`src/rtl/vga_sync_gen.sv`:
```
// VGA timing master: pixel-rate tick, horizontal/vertical counters, sync pulses,
// active-video flag and a frame-start pulse. All outputs come from registers so
// downstream logic sees mutually consistent, glitch-free values.
// Optional feature: define VGA_FRAME_CNT_EN to add an 8-bit frame counter output.
module vga_sync_gen #(
   parameter int unsigned CLK_DIV   = 2,
   parameter int unsigned H_DISPLAY = 640,
   parameter int unsigned H_FRONT   = 16,
   parameter int unsigned H_SYNC    = 96,
   parameter int unsigned H_BACK    = 48,
   parameter int unsigned V_DISPLAY = 480,
   parameter int unsigned V_FRONT   = 10,
   parameter int unsigned V_SYNC    = 2,
   parameter int unsigned V_BACK    = 33
) (
   input  logic       clk,
   input  logic       reset_n,
   output logic       p_tick,
   output logic [9:0] pixel_x,
   output logic [9:0] pixel_y,
   output logic       video_on,
   output logic       hsync,
   output logic       vsync,
   output logic       frame_start
`ifdef VGA_FRAME_CNT_EN
   ,
   output logic [7:0] frame_cnt
`endif
);

   localparam int unsigned H_TOTAL = H_DISPLAY + H_FRONT + H_SYNC + H_BACK;
   localparam int unsigned V_TOTAL = V_DISPLAY + V_FRONT + V_SYNC + V_BACK;
   localparam int unsigned DIV_W   = (CLK_DIV > 1) ? $clog2(CLK_DIV) : 1;

   localparam logic [DIV_W-1:0] DIV_MAX = DIV_W'(CLK_DIV - 1);
   localparam logic [9:0] H_MAX    = 10'(H_TOTAL - 1);
   localparam logic [9:0] V_MAX    = 10'(V_TOTAL - 1);
   localparam logic [9:0] H_DISP   = 10'(H_DISPLAY);
   localparam logic [9:0] V_DISP   = 10'(V_DISPLAY);
   localparam logic [9:0] HS_START = 10'(H_DISPLAY + H_FRONT);
   localparam logic [9:0] HS_END   = 10'(H_DISPLAY + H_FRONT + H_SYNC - 1);
   localparam logic [9:0] VS_START = 10'(V_DISPLAY + V_FRONT);
   localparam logic [9:0] VS_END   = 10'(V_DISPLAY + V_FRONT + V_SYNC - 1);

   logic [DIV_W-1:0] div_q, div_d;
   logic [9:0]       x_q, x_d;
   logic [9:0]       y_q, y_d;
   logic             hsync_q, hsync_d;
   logic             vsync_q, vsync_d;
   logic             video_on_q, video_on_d;
   logic             frame_start_q, frame_start_d;
   logic             tick;
`ifdef VGA_FRAME_CNT_EN
   logic [7:0]       frame_cnt_q, frame_cnt_d;
`endif

   assign tick = (div_q == DIV_MAX);

   // Clock divider: counts 0..CLK_DIV-1 and wraps.
   always_comb begin
      div_d = tick ? '0 : div_q + DIV_W'(1);
   end

   // Next counts and the flags decoded from them, so flags line up with the counts they follow.
   always_comb begin
      x_d           = x_q;
      y_d           = y_q;
      frame_start_d = 1'b0;
      if (tick) begin
         if (x_q == H_MAX) begin
            x_d = '0;
            if (y_q == V_MAX) begin
               y_d           = '0;
               frame_start_d = 1'b1;
            end else begin
               y_d = y_q + 10'd1;
            end
         end else begin
            x_d = x_q + 10'd1;
         end
      end
      hsync_d    = !((x_d >= HS_START) && (x_d <= HS_END));
      vsync_d    = !((y_d >= VS_START) && (y_d <= VS_END));
      video_on_d = (x_d < H_DISP) && (y_d < V_DISP);
   end

`ifdef VGA_FRAME_CNT_EN
   // Frame counter steps in the same clock that frame_start rises; wraps naturally at 8 bits.
   always_comb begin
      frame_cnt_d = frame_start_d ? frame_cnt_q + 8'd1 : frame_cnt_q;
   end
`endif

   // State registers; reset values describe pixel (0,0) of an idle frame.
   always_ff @(posedge clk or negedge reset_n) begin
      if (!reset_n) begin
         div_q         <= '0;
         x_q           <= '0;
         y_q           <= '0;
         hsync_q       <= 1'b1;
         vsync_q       <= 1'b1;
         video_on_q    <= 1'b1;
         frame_start_q <= 1'b0;
`ifdef VGA_FRAME_CNT_EN
         frame_cnt_q   <= '0;
`endif
      end else begin
         div_q         <= div_d;
         x_q           <= x_d;
         y_q           <= y_d;
         hsync_q       <= hsync_d;
         vsync_q       <= vsync_d;
         video_on_q    <= video_on_d;
         frame_start_q <= frame_start_d;
`ifdef VGA_FRAME_CNT_EN
         frame_cnt_q   <= frame_cnt_d;
`endif
      end
   end

   // With CLK_DIV=1 the divider decode is constantly true, so mask the tick while in reset.
   assign p_tick      = reset_n & tick;
   assign pixel_x     = x_q;
   assign pixel_y     = y_q;
   assign hsync       = hsync_q;
   assign vsync       = vsync_q;
   assign video_on    = video_on_q;
   assign frame_start = frame_start_q;
`ifdef VGA_FRAME_CNT_EN
   assign frame_cnt   = frame_cnt_q;
`endif

endmodule
```
`config.mk`:
```
export PLATFORM = sky130hd
export DESIGN_NAME = vga_sync_gen
export DESIGN_NICKNAME = d
export VERILOG_FILES = /design/src/rtl/vga_sync_gen.sv
export SDC_FILE = /design/constraint.sdc
export NUM_CORES = 1
export LEC_CHECK = 0
export CAP_MARGIN = 10
export CORE_UTILIZATION = 57
export CTS_BUF_LIST = sky130_fd_sc_hd__clkbuf_8
export CTS_CLUSTER_SIZE = 28
export DETAILED_ROUTE_END_ITERATION = 7
export MAX_ROUTING_LAYER = met4
export PLACE_DENSITY_LB_ADDON = 0.05
export REMOVE_ABC_BUFFERS = 1
export SYNTH_ARGS = -nofsm -noshare
export SYNTH_HDL_FRONTEND = slang
export SYNTH_SLANG_ARGS = --single-unit
```
`constraint.sdc`:
```
create_clock -name clk -period 5.37 [get_ports clk]
set_input_delay 1.611 -clock clk [delete_from_list [all_inputs] [get_ports clk]]
set_output_delay 1.611 -clock clk [all_outputs]
set_load 0.05 [all_outputs]
```
# Yosys cells after proc, flatten, opt, wreduce, memory -nomap -nowiden
# Cells that the tools add are included.
dict set report classes {
  n_addsub 3
  mul 0
  div 0
  n_lt_le_gt_ge 6
  n_eq_ne 2
  n_shift 0
  muxes 9
  bitwise_logic 1
  n_reduce_logical 5
}
# operator count
set op_table {}
lappend op_table {{$mux W10} 5}
lappend op_table {{$add A10 B1 Y10 const B} 2}
lappend op_table {{$eq A10 B10 Y1 const B} 2}
lappend op_table {{$ge A10 B10 Y1 const B} 1}
lappend op_table {{$ge A10 B9 Y1 const B} 1}
lappend op_table {{$le A10 B10 Y1 const B} 1}
lappend op_table {{$le A10 B9 Y1 const B} 1}
lappend op_table {{$lt A10 B10 Y1 const B} 1}
lappend op_table {{$lt A10 B9 Y1 const B} 1}
lappend op_table {{$mux W1} 4}
lappend op_table {{$logic_and A1 B1 Y1} 3}
lappend op_table {{$logic_not A1 Y1} 2}
lappend op_table {{$add A1 B1 Y1 const B} 1}
lappend op_table {{$and A1 B1 Y1} 1}
dict set report word_totals {
  register_bits 25
  latch_bits 0
  mem_bits_rw 0
  rom_bits 0
  in_bits 2
  output_inout_bits 25
  wordCells 33
  n_memories 0
}

# Depth between registers and ports, before layout
# Gate-level depths: netlist of the first run.
dict set report depth {
  word_depth 7
  depth_mapped 8
  ltp_nobuf 8
}

# Least setup slack after synthesis of the first run
# No wires, ideal clock.
dict set report synth_timing {
  path_type {input-to-output}
  start {in reset_n}
  end {out p_tick}
  arrival_time_ns 2.023
  required_ns 3.759
  setup_slack_ns 1.736
  stages 1
  path_buffers 0
  path_cell_list {and2_1}
}
dict set report synth_via {
  elab_chain_cells 1
}
# element line
set synth_rtl {}
lappend synth_rtl {{from (decl)} 17} ;# input logic reset_n,
lappend synth_rtl {{$and A1 B1 Y1} 122} ;# assign p_tick = reset_n & tick;
lappend synth_rtl {{to (decl)} 18} ;# output logic p_tick,
# No other way between the ends.

# Worst setup path after layout of the first run
# Ends and elaborated chain as after synthesis.

==> results of run 1 <==
==> cells by family after synthesis <==
| group | count (synthesis) | synth area share (%) |
|---|---|---|
| xor+xnor | 13 | 8.52 |
| mux | 1 | 0.843 |
| simple gates | 64 | 28.6 |
| flops | 25 | 47.1 |
| compound gates | 20 | 9.74 |
| buf+inv | 8 | 2.43 |
| fa+ha+maj | 3 | 2.81 |
==> cell type report <==
| class | instances | area (sq um) |
|---|---|---|
| Clock buffer | 3 | 41.3 |
| Multi-Input combinational cell | 101 | 674 |
| Fill cell | 160 | 538 |
| Inverter | 3 | 11.3 |
| Clock inverter | 1 | 5.00 |
| Tap cell | 28 | 35.0 |
| Sequential cell | 25 | 629 |
| Timing Repair Buffer | 27 | 278 |
==> worst max-delay path by stage <==
stage,to,cells past startpoint,start
finish,p_tick,3,reset_n
global route,p_tick,3,reset_n
CTS,p_tick,3,reset_n
detailed placement,p_tick,3,reset_n
global placement,p_tick,3,reset_n
floorplan,p_tick,1,reset_n
==> synthesized netlist by cell type (all sizes together) <==
| cell type | count |
|---|---|
| xnor2 | 6 |
| o32ai | 1 |
| nor2b | 4 |
| a21o | 1 |
| and2 | 1 |
| dfstp | 3 |
| o21ai | 7 |
| nand2 | 19 |
| nand4 | 7 |
| or4 | 2 |
| nor4b | 1 |
| clkbuf | 3 |
| nand4bb | 1 |
| o31ai | 4 |
| buf | 2 |
| and3 | 5 |
| dfrtp | 22 |
| nor2 | 8 |
| a221o | 1 |
| ha | 3 |
| a31oi | 2 |
| nand3 | 6 |
| xor2 | 7 |
| nor4 | 2 |
| o21bai | 1 |
| inv | 3 |
| and4 | 2 |
| o2bb2ai | 1 |
| a21oi | 2 |
| nand3b | 1 |
| nor3 | 5 |
| mux2 | 1 |
==> critical path, delay by kind of cell <==
kind	cells	cell delay (ns)
AND/OR/NAND/NOR	1	0.20
buffers and inverters	2	0.67
==> through the flow <==
| stage | power, W | hold slack [ns] | setup WS (ns) |
|---|---|---|---|
| after global placement | 0.000200 | 0.515 | 1.29 |
| after floorplan | 0.000194 | 0.574 | 1.74 |
| after detailed placement | 0.000201 | 0.517 | 1.29 |
| final | 0.000308 | 0.531 | 1.28 |
| after CTS | 0.000313 | 0.531 | 1.28 |
| after global routing | 0.000322 | 0.569 | 1.26 |
==> cell usage in the layout (no fill, tap or decap), drive strengths merged, types with 2 or more instances in the layout <==
cell           synthesis  routed
a21oi                  2       2
nor2                   8       8
nor2b                  4       4
o21ai                  7       7
o31ai                  4       4
nand2                 19      19
or4                    2       2
nor3                   5       5
xnor2                  6       6
clkdlybuf4s50          0      25
dfstp                  3       3
and4                   2       2
nor4                   2       2
nand3                  6       6
and3                   5       5
nand4                  7       7
inv                    3       3
xor2                   7       7
buf                    2       2
clkbuf                 3       3
ha                     3       3
a31oi                  2       2
dfrtp                 22      22
==> state kept, by name, indices dropped and copies added (netlist names) <==
| signal | flops |
|---|---|
| pixel_y | 10 |
| pixel_x | 10 |
| hsync | 1 |
| video_on | 1 |
| div_q | 1 |
| vsync | 1 |
| frame_start | 1 |
==> power groups by stage <==
stage	sequential (W)	combinational (W)	clock [W]
after global placement	0.000192	0.00000857	0
after global routing	0.000188	0.00000952	0.000124
after CTS	0.000188	0.00000882	0.000116
after floorplan	0.000192	0.00000170	0
after detailed placement	0.000192	0.00000878	0
final	0.000188	0.00000844	0.000111
==> metal layers <==
layer	track usage, %	vias up	share of wire (%)
met5	-	-	0
met4	9.72	0	1.6
met3	2.73	5	3.7
met2	33.8	27	45
met1	38.1	516	50
li1	-	532	-
==> metrics, run 1 <==
Post-route DRC=0; hold buffer count at CTS=0; Clock Power Share=36.2%; antenna violations before repair=0; CP peak stage delay=0.52 ns; FP Rows=17; largest net degree at the start of global routing=26; share of the synthesized area in the top cell type=approximately two fifths; Setup Viol. Count Final=0; CP Cell Sequence=clkdlybuf4s50_1 > and2_1 > buf_12; Combinational Power Share=2.7%; TritonRoute pass-1 iters=6; Worst R2R Path Depth=7; Post-Route WL=approximately 2.7 mm; crit-path max FO=2; sequential share of power=61.1%; CORE AREA=0.00221 sq mm; crit path time final=between 4 and 5 ns; sw frac=between 20% and 30%; CP required=3.76 ns; post-synthesis cell area=0.00134 sq mm; P_int=0.000243 W; Vias=roughly 1,100; DP HPWL=approximately 1.9 mm; number of vias per cell=5.74; FF+latch count, synth=25; fin area=0.00167 sq mm; Routed Antenna Nets=0; clock buffer depth=2; cell taking the most area after synthesis=dfrtp_1; Clock transition at path regs=0.09 ns; die area=0.00254 sq mm; fin cells=188; Die Y=between 50 and 60 um; Lkg Pwr=~0.68 nW; Reg-to-Reg End=vsync; Overflow after GRT=0; area added between synthesis and finish=25.3%; H-tree levels=1; endpoint type of the worst setup path=output pin; post-CTS setup buffers=0; hold endpoint=pixel_y[8]; Hold Path Depth=1; hold path start=pixel_y[8]; Iteration-0 DRC Markers=30; final hold violations=0; clk sink count=25; Cells after DPL=184; unrepaired setup endpoints after global routing=false; share of layout cells above drive strength 1=9.38%; I/O Buffers=26; maximum VDD drop=about 0.00017 V; Total GRT Usage=roughly a quarter; CP max-delay cell=clkdlybuf4s50_1; worst r2r src=pixel_x[0]; wire length per cell=approximately 14 um; cts repair resizes=0; Die X=around 50 um; yosys warns=0; post-place instance area=0.00163 sq mm; max-cap violations=0; Worst setup SP type=primary input; Layout Nets=roughly 170; CTS tree=yes; synth top area cells=dfrtp_1 41%, dfstp_2 5.9%, nand2_1 5.3%, xor2_1 4.6%, xnor2_1 3.9%; syn_area_per_cell=9.97 sq um; critical path class=in -> out; final core utilization=about three quarters; Slew @ Worst Pin=0.698 ns; pwr dens=184 mW/mm^2; Hold Path Class=reg -> reg; Cells after Synth=134; Worst EP arrival=2.48 ns; Root Buffer=clkbuf_8; final worst-path cycle share=approximately three quarters; Placer Congestion=0.883; ANT cells=0; Peak Freq=0.244 GHz; first-pass GRT wire length=4.54 mm; Rel. slew slack=53.0%; IO Pins=27; Switching Power=roughly 0.000065 W; Worst Clk Skew=~0.0024 ns; post-synthesis cell type count=34; r2r setup slk=2.88 ns; sequential area share after synthesis=47.1%; total CTS buffers=3; Max Slew Vio Count=0; status=finished clean; Starting Density=around three fifths; number of global-route vias before repair=955; Fin Setup TNS=0 ns; clk_lat worst skew=0.27 ns
Note: power is estimated with default switching activity, not from simulation.
==> run 2: changes to the inputs <==
CORE_UTILIZATION = 47   (was 57)
clock period = 3.5 ns   (was 5.37 ns; I/O delays follow)
==> run 2 against run 1 <==
- global-route usage decreased by 5.6 points
- combinational power increased by 53%
- die area increased by 20%
==> metrics, run 2 (synthesized netlist as in run 1, its figures left out) <==
multi-input logic area=a little under 700 sq um; cts repair resizes=0; Fill cells=around 220; crit path time final=2.96 ns; Vias=1,081; Placer Congestion=approximately 0.83; Die X=~55 um; final core utilization=64.7%; max-cap violations=0; Overflow after GRT=0; Hold Path Class=reg -> reg; die area=0.00306 sq mm; Die Y=55.3 um; CTS tree=yes; unrepaired setup endpoints after global routing=false; post-CTS setup buffers=0; antenna violations before repair=0; commonest non-fill, non-tap cell in the layout=clkdlybuf4s50_1; crit-path max FO=2; clock buffer depth=2; CP max-delay cell=clkdlybuf4s50_1; critical path class=in -> out; hold buffer count at CTS=0; Peak Freq=0.338 GHz; Slew @ Worst Pin=0.726 ns; Routed Antenna Nets=0; CP required=2.45 ns; CP peak stage delay=0.52 ns; Root Buffer=clkbuf_8; TritonRoute pass-1 iters=4; clk sink count=25; Lkg Pwr=0.683 nW; Starting Density=51.6%; number of global-route vias before repair=1,021; clk_lat worst skew=0.26 ns; IO Pins=27; CORE AREA=0.00259 sq mm; Max Slew Vio Count=0; Post-route DRC=0; area added between synthesis and finish=25.4%; FP Rows=18; Setup Viol. Count Final=0; maximum VDD drop=0.000183 V; status=finished clean; endpoint type of the worst setup path=output pin; first-pass GRT wire length=around 4.6 mm; final hold violations=0; Worst EP arrival=1.91 ns; Fin Setup TNS=0 ns; Storage cell area=around 630 sq um; share of layout cells above drive strength 1=8.75%; wire length per cell=13.9 um; Total GRT Usage=around a fifth; I/O Buffers=26; Clock transition at path regs=0.08 ns; Layout Nets=166; Worst setup SP type=primary input; CP Cell Sequence=clkdlybuf4s50_1 > and2_1 > buf_12; Rel. slew slack=between 50% and 60%; largest net degree at the start of global routing=26; Post-Route WL=2.65 mm; Iteration-0 DRC Markers=14; Worst Clk Skew=0.00258 ns; final worst-path cycle share=84.6%; DP HPWL=1.98 mm; ANT cells=0; number of vias per cell=around 5.7; H-tree levels=1; most frequent cells in the layout=25 x clkdlybuf4s50_1, 22 x dfrtp_1, 19 x nand2_1, 8 x nor2_1; pwr dens=276 mW/mm^2; total CTS buffers=3
==> run 2: stage by stage <==
stage | power, W | hold slack [ns] | cell area (sq um) | worst slack (ns) | cells
after floorplan | 0.000297 | 0.574 | 1320 | 0.947 | 129
after global placement | 0.000308 | 0.525 | 1630 | 0.532 | 186
after detailed placement | 0.000308 | 0.527 | 1630 | 0.528 | 186
after CTS | 0.000470 | 0.538 | 1680 | 0.522 | 190
after global routing | 0.000487 | 0.566 | 1680 | 0.498 | 190
final | 0.000462 | 0.529 | 1680 | 0.538 | 190
==> run 2: layer usage <==
layer | vias to the layer above | track usage [%] | wire (um)
met5 | - | - | 0
met4 | 0 | 6.07 | 10
met3 | 2 | 2.34 | 78
met2 | 22 | 31.0 | 1340
met1 | 524 | 25.7 | 1210
li1 | 533 | - | -
==> run 2: power by group <==
group          switching, W  internal (W)  total (W)
sequential                0      0.000289   0.000289
combinational    0.00000866    0.00000425  0.0000129
clock             0.0000826     0.0000782   0.000161
==> run 2: final timing paths <==
check	startpoint	to	slack [ns]	depth (start not counted)
worst min-delay path	pixel_y[8]	pixel_y[8]	0.53	1
worst max register to register	pixel_x[0]	vsync	1.04	7
worst max-delay path	reset_n	p_tick	0.54	3
worst min register to register	pixel_y[8]	pixel_y[8]	0.53	1
min in group asynchronous	reset_n	pixel_y[3]	1.25	2
max in group asynchronous	reset_n	hsync	1.97	2
==> run 2: area by class of cell <==
cell class	instances	area share, %
Clock inverter	1	0.224
Inverter	3	0.672
Clock buffer	3	2.46
Sequential cell	25	37.6
Multi-Input combinational cell	101	40.3
Timing Repair Buffer	27	16.6
Tap cell	30	2.24
==> run 2: critical path: cells and delay by family <==
| family | cells | cell delay, ns |
|---|---|---|
| buffers and inverters | 2 | 0.66 |
| and+or+nand+nor | 1 | 0.19 |
==> run 3: changes to the inputs <==
CORE_UTILIZATION = 53   (was 47)
clock period = 2.9 ns   (was 3.5 ns; I/O delays follow)
==> run 3 against run 2 <==
- combinational power rose by 22%
- core utilization grew 9.1 points
- first-iteration DRC count increased to 3.7 times the previous value
- clock power rose by 26%
- non-clock buffer count rose by 3
- cell area increased by 1.2%
- clock skew up 0.0010 ns
- register-to-register slack lost 0.62 ns
- sequential power grew 20%
- critical path depth stayed put
- die area fell by 11%
- via count is 5.3% higher
- critical path type unchanged
- critical endpoint unchanged
- highest routed layer unchanged
==> metrics, run 3 (synthesized netlist as in run 1, its figures left out) <==
Worst setup SP type=primary input; DP HPWL=roughly 2.1 mm; fin area=around 0.0017 sq mm; total CTS buffers=3; Fin Setup TNS=0 ns; Overflow after GRT=0; Die X=52.2 um; fin cells=191; Routed Antenna Nets=0; Hold Path Class=reg -> reg; CP Cell Sequence=clkdlybuf4s50_1 > and2_1 > buf_12; Post-route DRC=0; die area=0.00273 sq mm; Iteration-0 DRC Markers=52; Worst EP arrival=1.75 ns; Lkg Pwr=0.698 nW; post-CTS setup buffers=0; Rel. slew slack=66.4%; CP bufs+invs=2; Reg-to-Reg End=vsync; CTS tree=yes; cts repair resizes=0; CP peak stage delay=roughly 0.53 ns; FP Rows=17; hold path start=pixel_y[8]; wire length per cell=about 15 um; final worst-path cycle share=between 90 and 100%; Total Power=0.000567 W; Cells after DPL=~190; Vias=1,138; largest net degree at the start of global routing=26; Worst R2R Path Depth=7; gr busiest metal=met2; number of vias per cell=5.96; Layout Nets=169; H-tree levels=1; number of global-route vias before repair=1,000; share of layout cells above drive strength 1=10.4%; CORE AREA=0.00230 sq mm; Clock transition at path regs=around 0.090 ns; endpoint type of the worst setup path=output pin; Hold Path Depth=1; met1 Use GR=37.8%; antenna violations before repair=0; r2r setup slk=0.42 ns; most frequent cells in the layout=25 x clkdlybuf4s50_1, 22 x dfrtp_1, 19 x nand2_1, 8 x nor2_1; Worst path depth=3; met3 GRT Util=approximately 2.6%; worst r2r src=pixel_x[0]; Total GRT Usage=25.8%; first-pass GRT wire length=just under 5 mm; clk sink count=25; maximum VDD drop=0.000302 V; status=finished clean; Setup Viol. Count Final=0; crit path time final=approximately 2.6 ns; Slew @ Worst Pin=about 0.50 ns; Starting Density=58.2%; ANT cells=0; critical path class=in -> out; post-place instance area=0.00165 sq mm; crit-path max FO=2; I/O Buffers=26; Die Y=52.2 um; unrepaired setup endpoints after global routing=false; M2 GR Usage=a little under two fifths; commonest non-fill, non-tap cell in the layout=clkdlybuf4s50_1; Top delay family on crit path=buffers and inverters; pwr dens=roughly 330 mW/mm^2; Placer Congestion=0.875; Max Slew Vio Count=0; hold buffer count at CTS=0; clk_lat worst skew=0.27 ns; area added between synthesis and finish=26.9%; hold endpoint=pixel_y[8]; Root Buffer=clkbuf_8; CP max-delay cell=clkdlybuf4s50_1; clock buffer depth=2; CP required=2.03 ns; final hold violations=0; Post-Route WL=2.95 mm; IO Pins=27; Peak Freq=between 0.3 and 0.4 GHz; TritonRoute pass-1 iters=4; max-cap violations=0; Worst Clk Skew=0.00362 ns
==> run 3: cell types whose count changed in the layout (fill, tap and decap cells not counted) <==
| cell | change |
|---|---|
| buf_4 | +3 |
==> run 3: layout make-up <==
class	instances	area (sq um)
well taps	28	35.0
inverters	3	11.3
clock inverters	1	3.75
clock buffers	3	41.3
repair buffers	30	300
multi-input cells	101	674
fillers	178	602
flip-flops and latches	25	629
==> run 3: per-layer routing <==
layer | part of all wire (%) | vias up
li1 | - | 540
met1 | 46 | 538
met2 | 47 | 55
met3 | 6.1 | 5
met4 | 1.4 | 0
met5 | 0 | -
==> run 3: metrics by stage <==
stage / worst slack (ns) / util [%] / hold WS, ns
after floorplan: 0.347 / - / 0.574
after global placement: 0.298 / 71.8 / 0.512
after detailed placement: 0.303 / 71.8 / 0.522
after CTS: 0.287 / 73.8 / 0.538
after global routing: 0.256 / 73.8 / 0.555
final: 0.276 / 73.8 / 0.540
==> run 3: how the worst max path moves through the flow <==
stage | startpoint | end | slack (ns)
detailed placement | reset_n | p_tick | 0.30
global route | pixel_x[0] | vsync | 0.26
floorplan | pixel_x[0] | vsync | 0.35
finish | reset_n | p_tick | 0.28
global placement | reset_n | p_tick | 0.30
CTS | reset_n | p_tick | 0.29
==> run 3: worst reg2reg max path, delay by kind of cell (launching register included) <==
kind                       cells  cell delay, ns
and+or+nand+nor                5            1.52
DFF                            1            0.43
adders and majority gates      1            0.24
xor gates and xnor gates       1            0.21
==> run 3: report_power, final <==
part	switching, W	internal, W	total, W
logic	0.0000107	0.00000512	0.0000158
clock network	0.000108	0.0000948	0.000203
registers	0	0.000348	0.000348
total	0.000119	0.000448	0.000567
